## config.mk

```make
export PLATFORM = sky130hd
export DESIGN_NAME = parity_frame_rx_flat
export DESIGN_NICKNAME = d
export VERILOG_FILES = /design/src/rtl/parity_pkg.sv /design/src/rtl/parity_frame_rx_if.sv /design/src/rtl/parity_err_counter.sv /design/src/rtl/parity_frame_rx.sv /design/src/flat_wrapper.sv
export SDC_FILE = /design/constraint.sdc
export NUM_CORES = 1
export LEC_CHECK = 0
export CAP_MARGIN = 20
export CORE_AREA = 4 4 56 58
export DETAILED_ROUTE_END_ITERATION = 12
export DIE_AREA = 0 0 60 62
export PLACE_DENSITY = 0.68
export SYNTH_ARGS = -nofsm -noshare
export SYNTH_HDL_FRONTEND = slang
export SYNTH_SLANG_ARGS = --single-unit
```

## constraint.sdc

```tcl
create_clock -name clk -period 1.5 [get_ports clk]
set_input_delay 0.15 -clock clk [delete_from_list [all_inputs] [get_ports clk]]
set_output_delay 0.15 -clock clk [all_outputs]
set_load 0.05 [all_outputs]
```

## src/rtl/parity_pkg.sv

```systemverilog
// Shared definitions for the parity generate/check pair: receiver FSM states,
// data width and the reference parity function.
package parity_pkg;

  parameter int unsigned DATA_W = 8;

  typedef enum logic [1:0] {
    StIdle,
    StData,
    StParity,
    StStop
  } rx_state_t;

  // Expected parity bit for a byte: ^data for even parity, ~^data for odd.
  function automatic logic calc_parity(input logic [DATA_W-1:0] data, input logic odd);
    return (^data) ^ odd;
  endfunction

endpackage

```

## src/rtl/parity_frame_rx_if.sv

```systemverilog
// Bus bundle of the parity-frame receiver.
// PARITY_RX_ERRCNT_EN adds the error-counter clear input and count output.
interface parity_frame_rx_if;
  import parity_pkg::*;

  logic              en;
  logic              sin;
  logic              sin_v;
  logic [DATA_W-1:0] d;
  logic              dv;
  logic              perr;
  logic              ferr;
  logic              busy;
`ifdef PARITY_RX_ERRCNT_EN
  logic              errcnt_clr;
  logic [7:0]        errcnt;
`endif

`ifdef PARITY_RX_ERRCNT_EN
  modport master (output en, sin, sin_v, errcnt_clr,
                  input  d, dv, perr, ferr, busy, errcnt);
  modport slave  (input  en, sin, sin_v, errcnt_clr,
                  output d, dv, perr, ferr, busy, errcnt);
`else
  modport master (output en, sin, sin_v,
                  input  d, dv, perr, ferr, busy);
  modport slave  (input  en, sin, sin_v,
                  output d, dv, perr, ferr, busy);
`endif

endinterface

```

## src/rtl/parity_err_counter.sv

```systemverilog
// Saturating 8-bit error counter; clear wins over increment.
module parity_err_counter (
  input  logic       clk,
  input  logic       rst,
  input  logic       clr_i,
  input  logic       inc_i,
  output logic [7:0] count_o
);

  logic [7:0] count_q, count_d;

  // Next count: clear first, then increment unless already saturated.
  always_comb begin
    count_d = count_q;
    if (clr_i) begin
      count_d = 8'd0;
    end else if (inc_i && (count_q != 8'hFF)) begin
      count_d = count_q + 8'd1;
    end
  end

  // Count register.
  always_ff @(posedge clk or posedge rst) begin
    if (rst) begin
      count_q <= 8'd0;
    end else begin
      count_q <= count_d;
    end
  end

  assign count_o = count_q;

endmodule

```

## src/rtl/parity_frame_rx.sv

```systemverilog
// Serial parity-frame receiver: start, 8 data bits LSB first, parity, stop.
// Define PARITY_RX_ERRCNT_EN to add the saturating error counter.
module parity_frame_rx
  import parity_pkg::*;
#(
  parameter int unsigned ODD_PARITY = 0
) (
  input logic              clk,
  input logic              rst,
  parity_frame_rx_if.slave bus
);

  rx_state_t         state_q, state_d;
  logic [2:0]        bitcnt_q, bitcnt_d;
  logic [DATA_W-1:0] shreg_q, shreg_d;
  logic              pb_q, pb_d;
  logic [DATA_W-1:0] d_q, d_d;
  logic              dv_q, dv_d;
  logic              perr_q, perr_d;
  logic              ferr_q, ferr_d;
  logic              strobe;

  assign strobe = bus.en & bus.sin_v;

  // Next-state and completion outputs; state only moves on a consumed bit.
  always_comb begin
    state_d  = state_q;
    bitcnt_d = bitcnt_q;
    shreg_d  = shreg_q;
    pb_d     = pb_q;
    d_d      = d_q;
    dv_d     = 1'b0;
    perr_d   = 1'b0;
    ferr_d   = 1'b0;
    if (!bus.en && (state_q != StIdle)) begin
      // Dropping enable mid-frame abandons the frame without a dv.
      state_d = StIdle;
    end else if (strobe) begin
      unique case (state_q)
        StIdle: begin
          if (!bus.sin) begin
            state_d  = StData;
            bitcnt_d = 3'd0;
          end
        end
        StData: begin
          // Shift in at the MSB so the LSB-first stream ends up in order.
          shreg_d  = {bus.sin, shreg_q[DATA_W-1:1]};
          bitcnt_d = bitcnt_q + 3'd1;
          if (bitcnt_q == 3'd7) begin
            state_d = StParity;
          end
        end
        StParity: begin
          pb_d    = bus.sin;
          state_d = StStop;
        end
        StStop: begin
          state_d = StIdle;
          d_d     = shreg_q;
          dv_d    = 1'b1;
          perr_d  = pb_q ^ calc_parity(shreg_q, ODD_PARITY != 0);
          ferr_d  = ~bus.sin;
        end
      endcase
    end
  end

  // State and output registers.
  always_ff @(posedge clk or posedge rst) begin
    if (rst) begin
      state_q  <= StIdle;
      bitcnt_q <= 3'd0;
      shreg_q  <= '0;
      pb_q     <= 1'b0;
      d_q      <= '0;
      dv_q     <= 1'b0;
      perr_q   <= 1'b0;
      ferr_q   <= 1'b0;
    end else begin
      state_q  <= state_d;
      bitcnt_q <= bitcnt_d;
      shreg_q  <= shreg_d;
      pb_q     <= pb_d;
      d_q      <= d_d;
      dv_q     <= dv_d;
      perr_q   <= perr_d;
      ferr_q   <= ferr_d;
    end
  end

  assign bus.d    = d_q;
  assign bus.dv   = dv_q;
  assign bus.perr = perr_q;
  assign bus.ferr = ferr_q;
  assign bus.busy = (state_q != StIdle);

`ifdef PARITY_RX_ERRCNT_EN
  parity_err_counter u_err_counter (
    .clk     (clk),
    .rst     (rst),
    .clr_i   (bus.errcnt_clr),
    .inc_i   (dv_q & (perr_q | ferr_q)),
    .count_o (bus.errcnt)
  );
`endif

endmodule

```

## src/flat_wrapper.sv

```systemverilog
// flat-port wrapper written by rule: the top's interface ports become plain ports
module parity_frame_rx_flat import parity_pkg::*;
#(
  parameter int unsigned ODD_PARITY = 0
)
  (clk, rst, bus_en, bus_sin, bus_sin_v, bus_d, bus_dv, bus_perr, bus_ferr, bus_busy);
  parity_frame_rx_if bus_i ();
  input logic clk;
  input logic rst;
  input wire logic [$bits(bus_i.en)-1:0] bus_en;
  input wire logic [$bits(bus_i.sin)-1:0] bus_sin;
  input wire logic [$bits(bus_i.sin_v)-1:0] bus_sin_v;
  output wire logic [$bits(bus_i.d)-1:0] bus_d;
  output wire logic [$bits(bus_i.dv)-1:0] bus_dv;
  output wire logic [$bits(bus_i.perr)-1:0] bus_perr;
  output wire logic [$bits(bus_i.ferr)-1:0] bus_ferr;
  output wire logic [$bits(bus_i.busy)-1:0] bus_busy;
  assign bus_i.en = bus_en;
  assign bus_i.sin = bus_sin;
  assign bus_i.sin_v = bus_sin_v;
  assign bus_d = bus_i.d;
  assign bus_dv = bus_i.dv;
  assign bus_perr = bus_i.perr;
  assign bus_ferr = bus_i.ferr;
  assign bus_busy = bus_i.busy;
  parity_frame_rx #(.ODD_PARITY(ODD_PARITY)) u_core (.clk(clk), .rst(rst), .bus(bus_i));
endmodule
```

* Word level (Yosys, flattened, before mapping)
Index checks and enable logic that the tools add are counted.
W data, S select, Z words.
** Word-level totals
- Memories kept :: 0
- ROM bits :: 0
- Word-level logic and storage cells :: 48
- Input port bits :: 5
- Latch bits :: 0
- Output and inout port bits :: 12
- Bits in writable memories :: 0
- Register bits :: 25
** Cells by class
- Div/mod/pow operators :: 0
- Muxes and demuxes :: 16
- Bitwise operators :: 4
- Order comparisons :: 0
- Add/subtract/negate cells :: 1
- Reductions and logical operators :: 12
- Multiply operators :: 0
- Shift operators :: 0
- Equality and inequality tests :: 7
** Operators with widths (count)
- $reduce_and A3 Y1 :: 4
- $mux W1 :: 9
- $mux W2 :: 4
- $pmux W2 S4 :: 1
- $reduce_xor A8 Y1 :: 1
- $pmux W3 S2 :: 1
- $reduce_bool A2 Y1 :: 3
- $eq A2 B2 Y1 const B :: 2
- $reduce_and A4 Y1 :: 1
- $add A3 B1 Y3 const B :: 1
- $eq A3 B3 Y1 const B :: 1
- $mux W3 :: 1
- $ne A3 B1 Y1 const B :: 1
- $ne A3 B2 Y1 const B :: 1
- $eq A2 B1 Y1 const B :: 1
- $logic_not A2 Y1 :: 1
- $ne A2 B2 Y1 const B :: 1
- $not A1 Y1 :: 2
- $and A1 B1 Y1 :: 1
- $logic_and A1 B1 Y1 :: 1
- $logic_not A1 Y1 :: 1
- $xor A1 B1 Y1 :: 1

* Depth between registers and ports, before layout
- Depth after elaboration :: 5
- Gate-level depth with buffers :: 5
- Gate-level depth less buffers :: 5

* Worst setup path before layout
OpenSTA, ideal clock, no wires.
- Path kind :: register to register
- Start :: register u_core.state_q[0]
- End :: register u_core.bitcnt_q[0]
- Stages on the path, launching flop included :: 6
- Period minus slack after synthesis :: 1594 ps
- Library setup time :: 125 ps
- Buffers on the path :: 0
- Arrival :: 1469 ps
- Data required time :: 1375 ps
- Path slack :: -94 ps
- Cell sequence :: dfrtp_1 > inv_1 > ha_1 > and2_1 > or3_4 > mux2_2
** On the way
- Word-level cells in the longest chain between the ends :: 4
- Elaborated cells on any way between the ends :: 9
- Those cells by class :: 2 x eq/ne; 1 x mux; 1 x bitwise; 5 x reduce/logical
** RTL lines
- start: declaration :: RTL line parity_frame_rx.sv:13 : rx_state_t state_q, state_d;
- start signal: assignment :: RTL line parity_frame_rx.sv:72 : state_q <= StIdle;
- start signal: assignment :: RTL line parity_frame_rx.sv:81 : state_q <= state_d;
- parallel branches: the longest is 4 deep, another holds $reduce_and A4 Y1
- end signal: assignment :: RTL line parity_frame_rx.sv:82 : bitcnt_q <= bitcnt_d;
- end: declaration :: RTL line parity_frame_rx.sv:14 : logic [2:0] bitcnt_q, bitcnt_d;
Several ways; the timed one is not identified.
A chain may end at the register's enable or synchronous reset.

* Final worst setup path
Ends and elaborated chain as after synthesis.

==> impl_summary.log <==
INFO  metric drc_errors = 0
INFO  metric synth_async_sr_flop_share = 1.00
INFO  metric flip_flop_cell_with_the_highest_count_after_synthesis = dfrtp_1
INFO  metric worst_clock_skew = 0.00467 ns
INFO  metric netlist.area_leader.share = 0.549
INFO  metric io-pin-count = 17
INFO  metric finalWorstSetupSlack = -0.000563 ns
INFO  metric synth.ff_latch_count = 25
INFO  metric net_count_after_synthesis = 108
INFO  metric detail-route-antenna-nets = 0
INFO  metric wire_per_inst = 12.7 microns
INFO  metric cts_sinks = 25
INFO  metric cp_top_delay_family = simple AND/OR/NAND/NOR gates
INFO  metric finalHoldViolations = 0
INFO  metric final-max-slew-violation-count = 0
INFO  metric worst_skew_pair.late_latency = 0.32 ns
INFO  metric num_rows = 19
INFO  metric actual_slew_at_the_worst_max_slew_pin = 0.322 ns
INFO  metric cp_slowest_cell = dfrtp_1
INFO  metric finalNonFillerCells = 161
INFO  metric yosysUniqueCellTypes = 25
INFO  metric leakage = 0.804 nW
INFO  metric setup.reg_to_reg.worst_slack = -0.0006 ns
INFO  metric seq_area_frac_synth = 0.549
INFO  metric number_of_global_route_vias_before_repair = 722
INFO  metric max_capacitance_violation_count = 0
INFO  metric fp.dieW = 60 microns
INFO  metric worst_setup_path_end_kind = flip-flop
INFO  metric total_negative_slack = -0.000563 ns
INFO  metric h-tree-depth = 1
INFO  metric coreArea = 2660 sq um
INFO  metric p_int = 1.65 mW
INFO  metric clkTransAtPathRegs = 0.13 ns
INFO  metric timing_worst_setup_path_type = reg2reg
INFO  metric fp.dieArea = 3720 sq um
INFO  metric numPlacedInstances = 154
INFO  metric cts_made_buffers = 3
INFO  metric drt_wl_total = 2.05 mm
INFO  metric critPathBufInv = 1
INFO  metric power_switching_share = 0.358
INFO  metric groute.usage.overall = 0.125
INFO  metric top_area_cells_in_the_synthesized_netlist = dfrtp_1 55%, mux2_2 9.9%, nand2_1 8.2%, ha_1 6.6%, xnor3_1 4.0%
INFO  metric worst_slew_margin_rel = 0.784
INFO  metric gpl.final_weighted_congestion = 0.815
INFO  metric grt_setup_unrepaired = yes
INFO  metric place.port_buffers = 16
INFO  metric initial_core_util = 0.428
INFO  metric number_of_drc_markers_after_the_initial_detailed_route_iteration = 18
INFO  metric detail_route.vias_per_cell = 4.73
INFO  metric powerDensity = 1710 nW/um^2
INFO  metric power.share.combinational = 0.507
INFO  metric violations_in_the_final_reports = setup timing
INFO  metric dp_hpwl = 1.50 mm
INFO  metric num_antenna_cells = 0
INFO  metric reg2reg_depth = 5
INFO  metric r2r_start = u_core.state_q[0]
INFO  metric timing.critical_path.cells = inv_2, ha_4, and2_4, or3_4, mux2_4
INFO  metric fraction_of_layout_instances_using_a_drive_strength_above_1 = 0.400
INFO  metric critical-path-max-stage-delay = 0.43 ns
INFO  metric grt_max_degree = 26
INFO  metric utilization_after_layout = 0.566
INFO  metric clock_power_share = 0.115
INFO  metric synth_area_leader_cell = dfrtp_1
INFO  metric layout_worst_path_cycle_share = 1.00
INFO  metric synth_enable_flop_cells = 0
INFO  metric dpl_worst_slack = -0.0325 ns
INFO  metric worst-endpoint-arrival = 1.72 ns
INFO  metric post_synth_inst_count = 97
INFO  metric synthToLayoutAreaGrowth = 32.2%
INFO  metric worst_ep_required_time = 1.71 ns
INFO  metric worstPathMaxFanout = 4
INFO  metric hold-worst-slack = 0.158 ns
INFO  metric post_synth_most_frequent_cells = 25 x dfrtp_1, 25 x nand2_1, 10 x mux2_2, 6 x ha_1, 5 x inv_1
INFO  metric vertical_die_dimension = 62 microns
INFO  metric finalNetCount = 142
INFO  metric power_frac_seq = 0.378
INFO  metric vdd_drop_max = 1110 uV
INFO  metric final-setup-viol-count = 1
INFO  metric p_switching = 0.921 mW
INFO  metric timing.hold.worst.class = in2async
INFO  metric startpoint_type = flip-flop
INFO  metric crit-reg2reg-capture = u_core.bitcnt_q[0]
INFO  metric grt_first_pass_wirelength = 3.38 mm
INFO  metric yosys_warnings = 0
INFO  metric detailed_routing_iteration_count_for_the_pre_antenna_repair_pass = 4
INFO  metric run_status = finished, violations left
INFO  metric maxClockFrequency = 666 MHz
INFO  metric num_vias = 762
INFO  metric syn_area_per_cell = 11.8 sq um
INFO  metric antenna_violations_before_repair = 0
INFO  metric grt_remaining_overflow = 0
INFO  metric fin_crit = 1.50 ns
INFO  metric clock_tree_from_tritoncts = done
INFO  metric mappedNetlistArea = 1140 sq um
INFO  metric clock_tree.root_cell = clkbuf_4
INFO  metric cts_buffer_depth = 2
-- tightest hold or removal path, stage by stage --
cell             delay [ns]
clkdlybuf4s50_1        0.39
inv_1                  0.05
buf_4                  0.29
-- metrics by stage --
| step | power [mW] | instance area (sq um) |
|---|---|---|
| 4_1_cts | 2.50 | 1480 |
| 2_1_floorplan | 1.74 | 1150 |
| 5_1_grt | 2.74 | 1510 |
| 3_3_place_gp | 2.09 | 1420 |
| 6_report | 2.57 | 1510 |
| 3_5_place_dp | 2.13 | 1420 |
-- registers in the layout, indices dropped and copies added, names as in the netlist --
name,cells
u_core.bus.ferr,1
u_core.pb_q,1
u_core.state_q,2
u_core.bus.dv,1
u_core.bitcnt_q,3
u_core.shreg_q,8
u_core.bus.d,8
u_core.bus.perr,1
-- power groups by stage --
stage	clock network (mW)	registers, mW	logic, mW
after floorplan	0	1.09	0.654
after global placement	0	0.974	1.12
after detailed placement	0	0.979	1.15
after CTS	0.310	0.971	1.22
after global routing	0.340	0.998	1.40
final	0.296	0.971	1.30
-- routing by layer --
layer | GRT usage | share of wire
met5 | 0 | 0
met4 | 0.0570 | 0.011
met3 | 0.0248 | 0.038
met2 | 0.182 | 0.46
met1 | 0.178 | 0.49
-- layout make-up --
type | instances | area (sq um)
Clock buffer | 3 | 22.5
Clock inverter | 1 | 5.00
Fill cell | 228 | 1160
Inverter | 6 | 25.0
Multi-Input combinational cell | 65 | 529
Sequential cell | 25 | 626
Tap cell | 31 | 38.8
Timing Repair Buffer | 30 | 260
-- cells by family (layout without fill, tap and decap cells) --
family | after synthesis | in the layout | synth area share
AO/OA/AOI/OAI | 5 | 5 | 0.0406
flip-flops | 25 | 25 | 0.549
adder cells (fa/ha/maj) | 6 | 6 | 0.0659
multiplexers | 11 | 11 | 0.108
buffers and inverters | 7 | 40 | 0.0230
AND/OR/NAND/NOR | 38 | 38 | 0.151
XOR/XNOR | 5 | 5 | 0.0626
-- worst max-delay path by stage --
stage,cells past startpoint,slack [ns],from,to
3_3_place_gp,4,0.01,bus_sin_v,u_core.bitcnt_q[0]
3_5_place_dp,4,-0.03,u_core.state_q[0],u_core.state_q[1]
4_1_cts,5,0.005,u_core.state_q[1],u_core.bitcnt_q[0]
2_1_floorplan,4,0.03,u_core.state_q[1],u_core.state_q[1]
6_report,5,-0.0006,u_core.state_q[0],u_core.bitcnt_q[0]
5_1_grt,5,-0.06,u_core.state_q[0],u_core.bitcnt_q[0]
-- cell usage in the layout (no fill, tap or decap) --
cell type and instances:
or3_4 1, clkinv_2 1, o221a_4 1, xor2_1 1
nand3_1 2, ha_1 4, buf_4 24, mux2_2 9
ha_2 1, inv_4 1, nor2_1 2, nor2b_2 1
o22a_1 1, and2_4 1, mux2i_1 1, nand2_1 25
ha_4 1, inv_1 2, mux2_4 1, inv_2 2
xnor3_1 2, clkinv_1 1, clkbuf_4 3, a22o_1 2
buf_12 2, nand3_2 1, xnor2_1 2, dfrtp_1 25
nand2_2 1, clkdlybuf4s50_1 4, or2_1 1, nor3b_1 1
o31a_1 1, nor3_1 1, or4_4 1
-- timing repair --
| action | CTS | global route |
|---|---|---|
| resized for setup | 4 | 6 |
| endpoints found under the setup margin | 3 | 5 |
| endpoints found under the hold margin | 0 | 0 |
| pin swaps | 0 | 1 |
| hold buffers | 0 | 0 |
| buffers inserted | 2 | 1 |
Power figures use the tool's default switching activity.
